## config.mk

```make
export PLATFORM = sky130hd
export DESIGN_NAME = pkt_byte_ctrl
export DESIGN_NICKNAME = d
export VERILOG_FILES = /design/src/rtl/pkt_byte_ctrl.sv
export SDC_FILE = /design/constraint.sdc
export NUM_CORES = 1
export LEC_CHECK = 0
export CAP_MARGIN = 10
export CORE_MARGIN = 1
export CORE_UTILIZATION = 43
export DETAILED_ROUTE_END_ITERATION = 10
export GPL_ROUTABILITY_DRIVEN = 0
export PLACE_DENSITY = 0.85
export SYNTH_ARGS = -nofsm -noshare
export SYNTH_HDL_FRONTEND = slang
export SYNTH_SLANG_ARGS = --single-unit
```

## constraint.sdc

```tcl
create_clock -name clk -period 1.6 [get_ports clk]
set_clock_uncertainty 0.05 [all_clocks]
set_input_delay 0.24 -clock clk [delete_from_list [all_inputs] [get_ports clk]]
set_output_delay 0.24 -clock clk [all_outputs]
set_load 0.03 [all_outputs]
```

## src/rtl/pkt_byte_ctrl.sv

```systemverilog
// Packet-framing controller: header byte + fixed payload, header filter,
// FIFO back-pressure with drop reporting and packet-type tag.
module pkt_byte_ctrl #(
   parameter int         PAYLOAD_BYTES = 4,
   parameter logic [7:0] HDR_A         = 8'hA5,
   parameter logic [7:0] HDR_B         = 8'hC3,
   parameter bit         FILTER_EN     = 1'b1,
   parameter int         CNT_W         = $clog2(PAYLOAD_BYTES + 1)
) (
   input  logic             clk,
   input  logic             reset_n,
   input  logic             byte_valid,
   input  logic [7:0]       byte_in,
   input  logic             fifo_full,
   output logic             write,
   output logic [7:0]       wr_data,
   output logic             pkt_tag,
   output logic [CNT_W-1:0] byte_idx,
   output logic             pkt_done,
   output logic             pkt_drop,
   output logic [7:0]       drop_cnt
);

   localparam logic [1:0] HDR  = 2'd0;
   localparam logic [1:0] PASS = 2'd1;
   localparam logic [1:0] SKIP = 2'd2;

   localparam logic [CNT_W-1:0] LAST = CNT_W'(PAYLOAD_BYTES);

   logic [1:0]       state;
   logic [CNT_W-1:0] cnt;
   logic [CNT_W-1:0] nxt;
   logic             is_last;
   logic             hit_a;
   logic             hit_b;

   assign nxt     = cnt + CNT_W'(1);
   assign is_last = (nxt == LAST);
   assign hit_a   = (byte_in == HDR_A);
   assign hit_b   = (byte_in == HDR_B);

   always_ff @(posedge clk or negedge reset_n) begin
      if (!reset_n) begin
         state    <= HDR;
         cnt      <= '0;
         write    <= 1'b0;
         wr_data  <= 8'h00;
         pkt_tag  <= 1'b0;
         byte_idx <= '0;
         pkt_done <= 1'b0;
         pkt_drop <= 1'b0;
         drop_cnt <= 8'h00;
      end else begin
         write    <= 1'b0;
         pkt_done <= 1'b0;
         pkt_drop <= 1'b0;
         case (state)
            HDR: begin
               if (byte_valid) begin
                  cnt <= '0;
                  if (hit_a || hit_b) begin
                     state   <= PASS;
                     pkt_tag <= hit_b;
                  end else if (FILTER_EN) begin
                     state <= SKIP;
                  end else begin
                     state   <= PASS;
                     pkt_tag <= 1'b0;
                  end
               end
            end
            PASS: begin
               if (byte_valid) begin
                  cnt <= nxt;
                  if (!fifo_full) begin
                     write    <= 1'b1;
                     wr_data  <= byte_in;
                     byte_idx <= nxt;
                     if (is_last) begin
                        pkt_done <= 1'b1;
                        state    <= HDR;
                     end
                  end else begin
                     pkt_drop <= 1'b1;
                     if (drop_cnt != 8'hFF)
                        drop_cnt <= drop_cnt + 8'd1;
                     // a drop on the final byte leaves nothing to skip
                     state <= is_last ? HDR : SKIP;
                  end
               end
            end
            SKIP: begin
               if (byte_valid) begin
                  cnt <= nxt;
                  if (is_last)
                     state <= HDR;
               end
            end
            default: begin
               state <= HDR;
               cnt   <= '0;
            end
         endcase
      end
   end

endmodule
```

==> results.md <==
- Grt total ovfl: 0
- Slew @ Worst Pin: 0.366 ns
- Pwr per Cell Area: roughly 930 nW/um2
- Kind of end point of the critical path: flip-flop
- Drt first-iter violations: 20
- Largest net degree at the start of global routing: 29
- FF-to-FF End: drop_cnt[4]
- CTS clock-pin slew for the worst setup and hold paths: 0.15 ns
- First-pass GRT wire length: 4730 um
- Share of the yosys chip area belonging to registers: 53.2%
- Yosys Warn Count: 0
- # setup viols final: 0
- Remaining antenna violation count: 0
- Nets@finish: between 150 and 200
- Share of layout cells above drive strength 1: 26.6%
- Sink Count: 28
- Worst Setup SP: state[1]
- Yosys top cell area share: between 50% and 60%
- PnR worst setup slack: just over 0.06 ns
- Fin. max-slew vios: 0
- Worst R2R Setup Slack: 0.06 ns
- Worst-skew pair later-pin latency: 0.33 ns
- CTS tree: done
- Seq cells post-synth: 28
- Final setup TNS: 0 ns
- Vias per inst: 5.35
- Placed Instances: 185
- GRT Overall Usage: between 10% and 20%
- Final Hold Fails: 0
- Minimum hold slack: 0.210 ns
- Full die area: around 3300 um2
- Logic gate share of total power: a little under a third
- Run status: complete, but fails checks
- Critical path class: reg2reg
- Worst vdd ir: between 400 and 500 uV
- DP Worst Slack: -0.115 ns
- Relative slew slack: 75.3%
- MaxCap Viol Count: 0
- Hold crit path type: in2async
- Deepest clock path buffer count: 2
- Crit path launch type: flip-flop
- R2R cell count: 6
- Layout area overhead: 38.3%
- Htree depth: 1
- Antenna cells: 0
- Post-route DRC: 2
- Failing checks: design-rule violations
- Mapped Area: between 1000 and 1500 um2
- Crit-path max FO: 5
- Syn nets: between 100 and 150
- Syn_area_per_cell: approximately 12 um2
- Postcts setup bufs: 0
- Switching pwr: roughly 0.00053 W
- Number of CTS-inserted buffers: 3
- Placed inst area: roughly 1800 um2
- Area leader, netlist: dfrtp_1
- Initial antenna violation count: 0
- DPL Wire Length: ~2200 um
- Final std cells w/o fill: 189
- Final Cell Area: roughly 1800 um2
- WP data required: ~1.8 ns
- Crit path to: drop_cnt[4]
- Fillcell total: approximately 230
- Core area: 2830 um2
- Switching Share: about a third
- Initial DRT Pass Iterations: 9
- Leakage: 0.982 nW
- Wire per inst: 15.5 um
- Site Rows: 19
- Synthesized instance count: about 110
- Crit path time final: between 1.5 and 2 ns
- Initial core utilization: a little under half
- Int Pwr: about 0.0012 W
- Die X: approximately 57 um
- DR vias: ~1000
- DIE HEIGHT: between 50 and 60 um
- Routed wire length: between 2000 and 3000 um
- Final Cycle Share: 96.2%
- CP arrival: roughly 1.8 ns
- R2r startpoint: state[1]
- Buffers on Ports: 34
- F_max: 0.650 GHz
- Top cells by area, synth: dfrtp_1 53%, mux2_2 8.6%, ha_1 7.6%, nand2_1 3.4%, o21ai_0 2.7%
- Clock share of power: around a fifth
- Post-synthesis cell type count: 30
- Power share of the sequential group: just under 50%
- Vias in the first global route: 1045
- Clock root cell: clkbuf_4
- Io pins: 35
==> power groups by stage <==
stage          Combinational [W]  Sequential (W)  Clock, W
2_1_floorplan           0.000234        0.000887         0
6_report                0.000506        0.000826  0.000353
5_1_grt                 0.000557        0.000834  0.000379
4_1_cts                 0.000485        0.000823  0.000360
3_5_place_dp            0.000500        0.000838         0
3_3_place_gp            0.000473        0.000833         0
==> layout by cell type, fill, tap and decap left out, types with 5 or more instances in the layout <==
cell type | synthesis | final
buf_4 | 0 | 11
dfrtp_2 | 0 | 5
o21ai_0 | 7 | 7
clkdlybuf4s50_1 | 0 | 11
mux2_2 | 10 | 10
dlygate4sd2_1 | 0 | 23
nand2_1 | 12 | 12
ha_1 | 8 | 6
dfrtp_1 | 28 | 23
inv_1 | 6 | 5
==> routing by layer <==
metal | vias up | wire length [um] | global-route usage [%]
li1 | 486 | - | -
met1 | 494 | 1290 | 23.9
met2 | 24 | 1530 | 33.8
met3 | 7 | 65 | 0.907
met4 | 0 | 57 | 9.06
met5 | - | 0 | 0
==> cells in the mapped netlist <==
master,number
dfrtp_1,28
nand2_1,12
mux2_2,10
ha_1,8
o21ai_0,7
inv_1,6
nor2_1,4
xor2_1,4
nor4bb_1,3
xnor2_1,3
and3_2,2
buf_2,2
nand3_1,2
nand4_1,2
nor3_1,2
o2bb2ai_1,2
a21oi_1,1
a2bb2oi_1,1
a32o_1,1
and2_1,1
and3_1,1
nand3_2,1
nand3b_1,1
nor2b_1,1
nor4_1,1
o211ai_1,1
o21a_1,1
o21ai_2,1
o21bai_1,1
o311a_4,1
==> flip-flops by register name, summed over array words and instances (netlist names) <==
signal	cells
drop_cnt	8
wr_data	8
byte_idx	3
cnt	3
state	2
pkt_done	1
pkt_drop	1
pkt_tag	1
write	1
==> what timing repair did <==
action | CTS | global route
cloned | 0 | 0
hold buffers | 0 | 0
endpoints found under the setup margin | 26 | 6
gates resized for setup | 25 | 8
pin swaps | 0 | 1
==> worst max-delay path: stages (launching register included) <==
cell,delay (ns)
dfrtp_1,0.42
inv_2,0.08
ha_4,0.16
and3_4,0.23
o311a_4,0.20
and3_4,0.18
xor2_1,0.15
==> worst min path at each step <==
stage	to	slack, ns	depth (start not counted)
floorplan	byte_idx[0]	-0.11	0
global placement	byte_idx[1]	0.41	2
detailed placement	byte_idx[0]	0.42	2
CTS	pkt_done	0.23	2
global route	drop_cnt[5]	0.24	2
finish	wr_data[0]	0.21	2
==> stage by stage <==
step | power, W | utilization (%)
4_1_cts | 0.00167 | 63.2
3_5_place_dp | 0.00134 | 62.7
5_1_grt | 0.00177 | 64.4
2_1_floorplan | 0.00112 | -
6_report | 0.00168 | 64.4
3_3_place_gp | 0.00131 | 62.7
==> cells by family (layout without fill, tap and decap cells) <==
group	Yosys count	after routing	synth area share [%]
multiplexers	10	10	8.56
buffers and inverters	8	55	2.47
flip-flops	28	28	53.2
XOR/XNOR	7	7	4.66
AND/OR/NAND/NOR	33	33	13.7
adder cells (fa/ha/maj)	8	8	7.60
AO/OA/AOI/OAI	17	17	9.79
==> area by class of cell <==
| class | instances | area [um2] | share of cell area (%) |
|---|---|---|---|
| well taps | 31 | 38.8 | 2.13 |
| multi-input cells | 75 | 622 | 34.2 |
| flip-flops and latches | 28 | 707 | 38.8 |
| clock buffers | 4 | 36.3 | 1.99 |
| repair buffers | 45 | 394 | 21.6 |
| inverters | 6 | 22.5 | 1.24 |
(Power assumes the default switching activity.)
